[src/rtl/alu_mp_sequencer.sv]
// Multi-byte ALU sequencer: runs one NBYTES x 8 operation through an 8-bit ALU, LSB first, with carry chaining.
// Optional opcode 011 (W-bit shift left by one) is compiled in when ALU_SEQ_SHL1_EN is defined.
module alu_mp_sequencer #(
  parameter int unsigned NBYTES = 4
) (
  input  logic                  clk,
  input  logic                  rst_n,
  input  logic                  start,
  input  logic [2:0]            opcode,
  input  logic [8*NBYTES-1:0]   op_a,
  input  logic [8*NBYTES-1:0]   op_b,
  output logic                  busy,
  output logic                  done,
  output logic [8*NBYTES-1:0]   result,
  output logic                  carry_flag,
  output logic                  zero_flag,
  output logic [7:0]            alu_a,
  output logic [7:0]            alu_b,
  output logic                  alu_carry_in,
  output logic                  alu_is_shift,
  output logic [1:0]            alu_scode,
  output logic [2:0]            alu_acode,
  input  logic [7:0]            alu_r,
  input  logic                  alu_carry_out
);

  localparam int unsigned IW = (NBYTES > 1) ? $clog2(NBYTES) : 1;

  localparam logic [2:0] OP_ADD  = 3'b000;
  localparam logic [2:0] OP_ADC  = 3'b001;
  localparam logic [2:0] OP_SUB  = 3'b010;
  localparam logic [2:0] OP_SHL1 = 3'b011;
  localparam logic [2:0] OP_AND  = 3'b100;
  localparam logic [2:0] OP_OR   = 3'b101;
  localparam logic [2:0] OP_XOR  = 3'b110;
  localparam logic [2:0] OP_RSVD = 3'b111;

  typedef enum logic [1:0] {S_IDLE = 2'd0, S_RUN = 2'd1, S_DONE = 2'd2} state_t;

  state_t                   state, state_nxt;
  logic [IW-1:0]            idx;
  logic                     chain;
  logic [2:0]               opc_q;
  logic [NBYTES-1:0][7:0]   a_q, b_q, work, work_c;
  logic                     nz;
  logic                     op_ok_c, last_c, chain_nxt_c;
  logic [7:0]               cap_c;

  assign last_c = (idx == IW'(NBYTES - 1));

  // Opcodes that run the byte loop; anything else completes without touching state
  always_comb begin
    op_ok_c = 1'b1;
    case (opcode)
      OP_RSVD: op_ok_c = 1'b0;
`ifndef ALU_SEQ_SHL1_EN
      OP_SHL1: op_ok_c = 1'b0;
`endif
      default: ;
    endcase
  end

  // State register; busy/done are flopped from the next state so they align with it
  always_ff @(posedge clk or negedge rst_n) begin
    if (!rst_n) begin
      state <= S_IDLE;
      busy  <= 1'b0;
      done  <= 1'b0;
    end else begin
      state <= state_nxt;
      busy  <= (state_nxt != S_IDLE);
      done  <= (state_nxt == S_DONE);
    end
  end

  always_comb begin
    state_nxt = state;
    case (state)
      S_IDLE: if (start) state_nxt = op_ok_c ? S_RUN : S_DONE;
      S_RUN:  if (last_c) state_nxt = S_DONE;
      S_DONE: state_nxt = S_IDLE;
      default: state_nxt = S_IDLE;
    endcase
  end

  // ALU drive for the current byte, plus the byte to capture and the carry to chain
  always_comb begin
    alu_a        = 8'h00;
    alu_b        = 8'h00;
    alu_carry_in = 1'b0;
    alu_is_shift = 1'b0;
    alu_scode    = 2'b00;
    alu_acode    = 3'b000;
    cap_c        = alu_r;
    chain_nxt_c  = 1'b0;
    if (state == S_RUN) begin
      alu_a = a_q[idx];
      case (opc_q)
        OP_ADD, OP_ADC: begin
          alu_b        = b_q[idx];
          alu_acode    = 3'b001;
          alu_carry_in = chain;
          chain_nxt_c  = alu_carry_out;
        end
        OP_SUB: begin
          alu_b        = ~b_q[idx];
          alu_acode    = 3'b001;
          alu_carry_in = chain;
          chain_nxt_c  = alu_carry_out;
        end
        OP_AND: begin
          alu_b     = b_q[idx];
          alu_acode = 3'b100;
        end
        OP_OR: begin
          alu_b     = b_q[idx];
          alu_acode = 3'b101;
        end
        OP_XOR: begin
          alu_b     = b_q[idx];
          alu_acode = 3'b110;
        end
`ifdef ALU_SEQ_SHL1_EN
        OP_SHL1: begin
          alu_is_shift = 1'b1;
          alu_b        = 8'd1;
          cap_c        = {alu_r[7:1], chain};
          chain_nxt_c  = alu_carry_out;
        end
`endif
        default: ;
      endcase
    end
  end

  always_comb begin
    work_c      = work;
    work_c[idx] = cap_c;
  end

  // Datapath: operand latch at accept, byte capture in RUN, architectural update on DONE entry
  always_ff @(posedge clk or negedge rst_n) begin
    if (!rst_n) begin
      idx        <= '0;
      chain      <= 1'b0;
      opc_q      <= 3'b000;
      a_q        <= '0;
      b_q        <= '0;
      work       <= '0;
      nz         <= 1'b0;
      result     <= '0;
      carry_flag <= 1'b0;
      zero_flag  <= 1'b0;
    end else begin
      case (state)
        S_IDLE: if (start) begin
          opc_q <= opcode;
          a_q   <= op_a;
          b_q   <= op_b;
          work  <= '0;
          nz    <= 1'b0;
          idx   <= '0;
          chain <= (opcode == OP_SUB) ? 1'b1 : ((opcode == OP_ADC) ? carry_flag : 1'b0);
        end
        S_RUN: begin
          work  <= work_c;
          chain <= chain_nxt_c;
          nz    <= nz | (|cap_c);
          idx   <= last_c ? '0 : idx + IW'(1);
          if (last_c) begin
            result     <= work_c;
            carry_flag <= chain_nxt_c;
            zero_flag  <= ~(nz | (|cap_c));
          end
        end
        default: ;
      endcase
    end
  end

endmodule

[config.mk]
export PLATFORM = sky130hd
export DESIGN_NAME = alu_mp_sequencer
export DESIGN_NICKNAME = d
export VERILOG_FILES = /design/src/rtl/alu_mp_sequencer.sv
export SDC_FILE = /design/constraint.sdc
export NUM_CORES = 1
export LEC_CHECK = 0
export ABC_AREA = 1
export CAP_MARGIN = 10
export CELL_PAD_IN_SITES_DETAIL_PLACEMENT = 1
export CELL_PAD_IN_SITES_GLOBAL_PLACEMENT = 2
export CORE_MARGIN = 2
export CORE_UTILIZATION = 24
export CTS_CLUSTER_SIZE = 24
export DETAILED_ROUTE_END_ITERATION = 7
export HOLD_SLACK_MARGIN = 0.03
export PLACE_DENSITY_LB_ADDON = 0.1
export SLEW_MARGIN = 40
export SYNTH_ARGS = -nofsm -noshare
export SYNTH_HDL_FRONTEND = slang
export SYNTH_SLANG_ARGS = --single-unit
[constraint.sdc]
create_clock -name clk -period 2.5 [get_ports clk]
set_clock_uncertainty 0.15 [all_clocks]
set_input_delay 0.25 -clock clk [delete_from_list [all_inputs] [get_ports clk]]
set_output_delay 0.25 -clock clk [all_outputs]
set_load 0.02 [all_outputs]
==> metrics.yaml <==
outcome:
  status: "complete, no violations"
setup_path:
  cpPeakStageDelay_ns: 0.43
  critPathRequiredTime_ns: 2.10
  path_class: "reg2out"
  cp_data_arrival_time_ns: 1.95
  crit_family: "buffers and inverters"
  r2r-end: "work[4]$_DFFE_PN0P_"
  ff2ff_path_depth: 6
  crit_slowest_cell: "dfrtp_1"
  r2r-start: "idx[0]$_DFFE_PN0P_"
  path_buf_inv: 3
  crit_fanout: 28
  end_kind: "output pin"
  cp-start-kind: "flop"
  crit_chain: "inv_4 > buf_12 > nand2_1 > nand3_1 > nand3_1 > nand2_1 > nor2_1 > dlygate4sd2_1"
  r2r_slack_ns: 0.46
sta:
  worst_pin_slew_ns: 0.557
  finalWorstSetupSlack_ns: 0.148
  rsz0062_at_grt: "no"
  fin_crit_ns: 2.35
  finalHoldViolations: 0
  slew_viol_final: 0
  tns_ns: 0
  relSlewSlack_pct: 62.9
  setup_viol: 0
  fmax_mhz: 425
  holdWs_ns: 0.189
  fin_crit_sh_pct: 94.1
min_path:
  hold_path_class: "in2async"
clock_tree:
  numCtsBuffers: 17
  h-tree-depth: 4
  cts_tree: "yes"
  cts_root_buf: "clkbuf_16"
  cts_max_path_buffers: 2
  cts_setup_buffers: 0
  cts.sinks: 133
  clkLatencyLatePin_ns: 0.41
  clk_pin_slew_worst_paths_ns: 0.06
power_and_ir_drop:
  power_uw: 11400
  cellPowerDensity_nw_per_um2: 1350
  p_comb_share_pct: 42.8
  seqPwrFrac_pct: 31.8
  static-leakage-power_uw: 0.00423
  p_int_uw: 6880
  switchingPower_uw: 4570
  p_clk_share_pct: 25.3
  switching_share_pct: 39.9
  vdd_ir_drop_max_v: 0.000492
floorplan:
  fp-row-count: 58
  ios: 138
  die_w_um: 163
  design.die.area_um2: 26600
  start_util_pct: 24.3
  coreArea_um2: 25000
  die_height_um: 163
global_routing:
  met1_usage_pct: 21.0
  grt_use_met2_pct: 26.3
  grt_max_degree: 50
  antenna_found_initial: 1
  top_usage_layer: "met2"
  grt_pass1_vias: 5970
  grt_pass1_wl_mm: 32.5
  grt_use_total_pct: 15.9
  met3_usage_pct: 3.05
  overflow: 0
placed_design:
  dp_hpwl_mm: 13.7
  io_buffers: 134
  gp_congestion: 0.762
  dp_slack_ns: 0.213
synthesis:
  seq_area_frac_synth_pct: 54.8
  synth-seq-cells: 133
  synth_cells: 787
  ys.flop_type: "dfrtp_1"
  ys_warn_count: 0
  synth.top_cell.area_share_pct: 54.8
  synth_edf_count: 0
  async_flop_share_pct: 100
  netlist_area_um2: 6080
  avgSynthCellArea_um2: 7.72
  ys_types: 21
  synth_top_area_cell: "dfrtp_1"
  synth_area_leaders: "dfrtp_1 55%, nand2_1 24%, o21ai_0 5.7%, nor2_1 3.2%, buf_2 2.6%"
route:
  drt_wl_total_mm: 19.8
  vias: 5477
  drt_first_pass_iters: 4
  ant_nets: 0
  routedWlPerCell_um: 15.8
  drtIter0Drc: 236
  vias_per_cell: 4.36
  drcViolationCount: 0
job:
  drv_cap: 0
final_layout:
  fin_nets: 997
  num-fill-cells: 2975
  drive_above_1_share_pct: 6.48
  final_core_util_pct: 33.9
  synthToLayoutAreaGrowth_pct: 39.7
per-stage QoR:
stage	cell area, µm²	instances
after floorplan	6080	789
after global placement	7760	1224
after detailed placement	7760	1224
after CTS	8440	1256
after global routing	8490	1257
final	8490	1257
cells in the mapped netlist, drive strengths merged (3+ instances only):
cell type  instances
nand3             26
nor2              55
nand2            393
a21oi             18
buf               41
ha                 4
clkbuf             3
o21ai             75
inv               35
dfrtp            133
power groups by stage:
stage	combinational, µW	sequential (µW)	clock [µW]
after CTS	5040	3660	2980
after global routing	5560	3770	3070
after global placement	4960	3660	0
final	4910	3640	2900
after detailed placement	5070	3680	0
after floorplan	2780	3820	0
final cells by class:
class	instances	area (µm²)	share of cell area (%)
flip-flops and latches	133	3330	39.2
multi-input cells	577	2380	28.1
repair buffers	150	1540	18.2
clock buffers	19	453	5.34
well taps	330	413	4.86
clock inverters	12	225	2.65
inverters	35	140	1.65
diodes	1	2.50	0.0295
how the worst max path moves through the flow:
stage,start,cells past startpoint,endpoint
detailed placement,idx[0]$_DFFE_PN0P_,6,alu_a[2]
global route,idx[0]$_DFFE_PN0P_,7,alu_b[3]
finish,idx[0]$_DFFE_PN0P_,8,alu_b[3]
global placement,idx[0]$_DFFE_PN0P_,6,alu_a[2]
CTS,idx[0]$_DFFE_PN0P_,6,alu_a[2]
floorplan,idx[1]$_DFFE_PN0P_,8,work[14]$_DFFE_PN0P_
sequential cells by signal (all words and copies together), names as in the netlist, 2 cells and up:
register  flops
b_q          32
idx           2
opc_q         3
work         24
a_q          32
result       32
state         2
layer usage:
| layer | vias up | routed length, µm |
|---|---|---|
| li1 | 2690 | - |
| met1 | 2661 | 9430 |
| met2 | 111 | 9460 |
| met3 | 15 | 644 |
| met4 | 0 | 263 |
| met5 | - | 0 |
cells in the final DEF, fill, tap and decap left out, types with 5 or more instances in the layout:
master | Yosys | routed
a21oi_1 | 18 | 18
clkdlybuf4s50_1 | 0 | 114
clkbuf_16 | 0 | 17
nand2_1 | 391 | 391
inv_1 | 30 | 29
dlymetal6s2s_1 | 0 | 11
dlygate4sd2_1 | 0 | 8
dfrtp_1 | 133 | 133
nand3_1 | 26 | 26
o21ai_0 | 69 | 69
o21ai_1 | 5 | 5
buf_4 | 7 | 9
bufinv_16 | 0 | 6
nor2_1 | 52 | 52
cells by family (layout without fill, tap and decap cells):
group	count (synthesis)	count (layout)	synth area share [%]
and+or+nand+nor	477	477	30.4
other	1	4	0.0617
DFF	133	133	54.8
buffers and inverters	79	216	6.22
adders and majority gates	4	4	0.824
AOI/OAI and AO/OA	93	93	7.72
worst register-to-register path, stage by stage, from the launching register on:
cell and delay [ns]:
dfrtp_1 0.43, inv_4 0.14, buf_12 0.19, ha_1 0.51
o21ai_0 0.27, nand2_1 0.11, o21ai_0 0.09
repair_timing:
| item | in CTS | in global routing |
|---|---|---|
| pin swaps | 0 | 0 |
| gates resized for setup | 11 | 16 |
| endpoints found under the hold margin | 46 | 0 |
| hold buffers | 1 | 0 |
| endpoints found under the setup margin | 19 | 15 |
No activity file was read; power rests on OpenSTA's default activity.
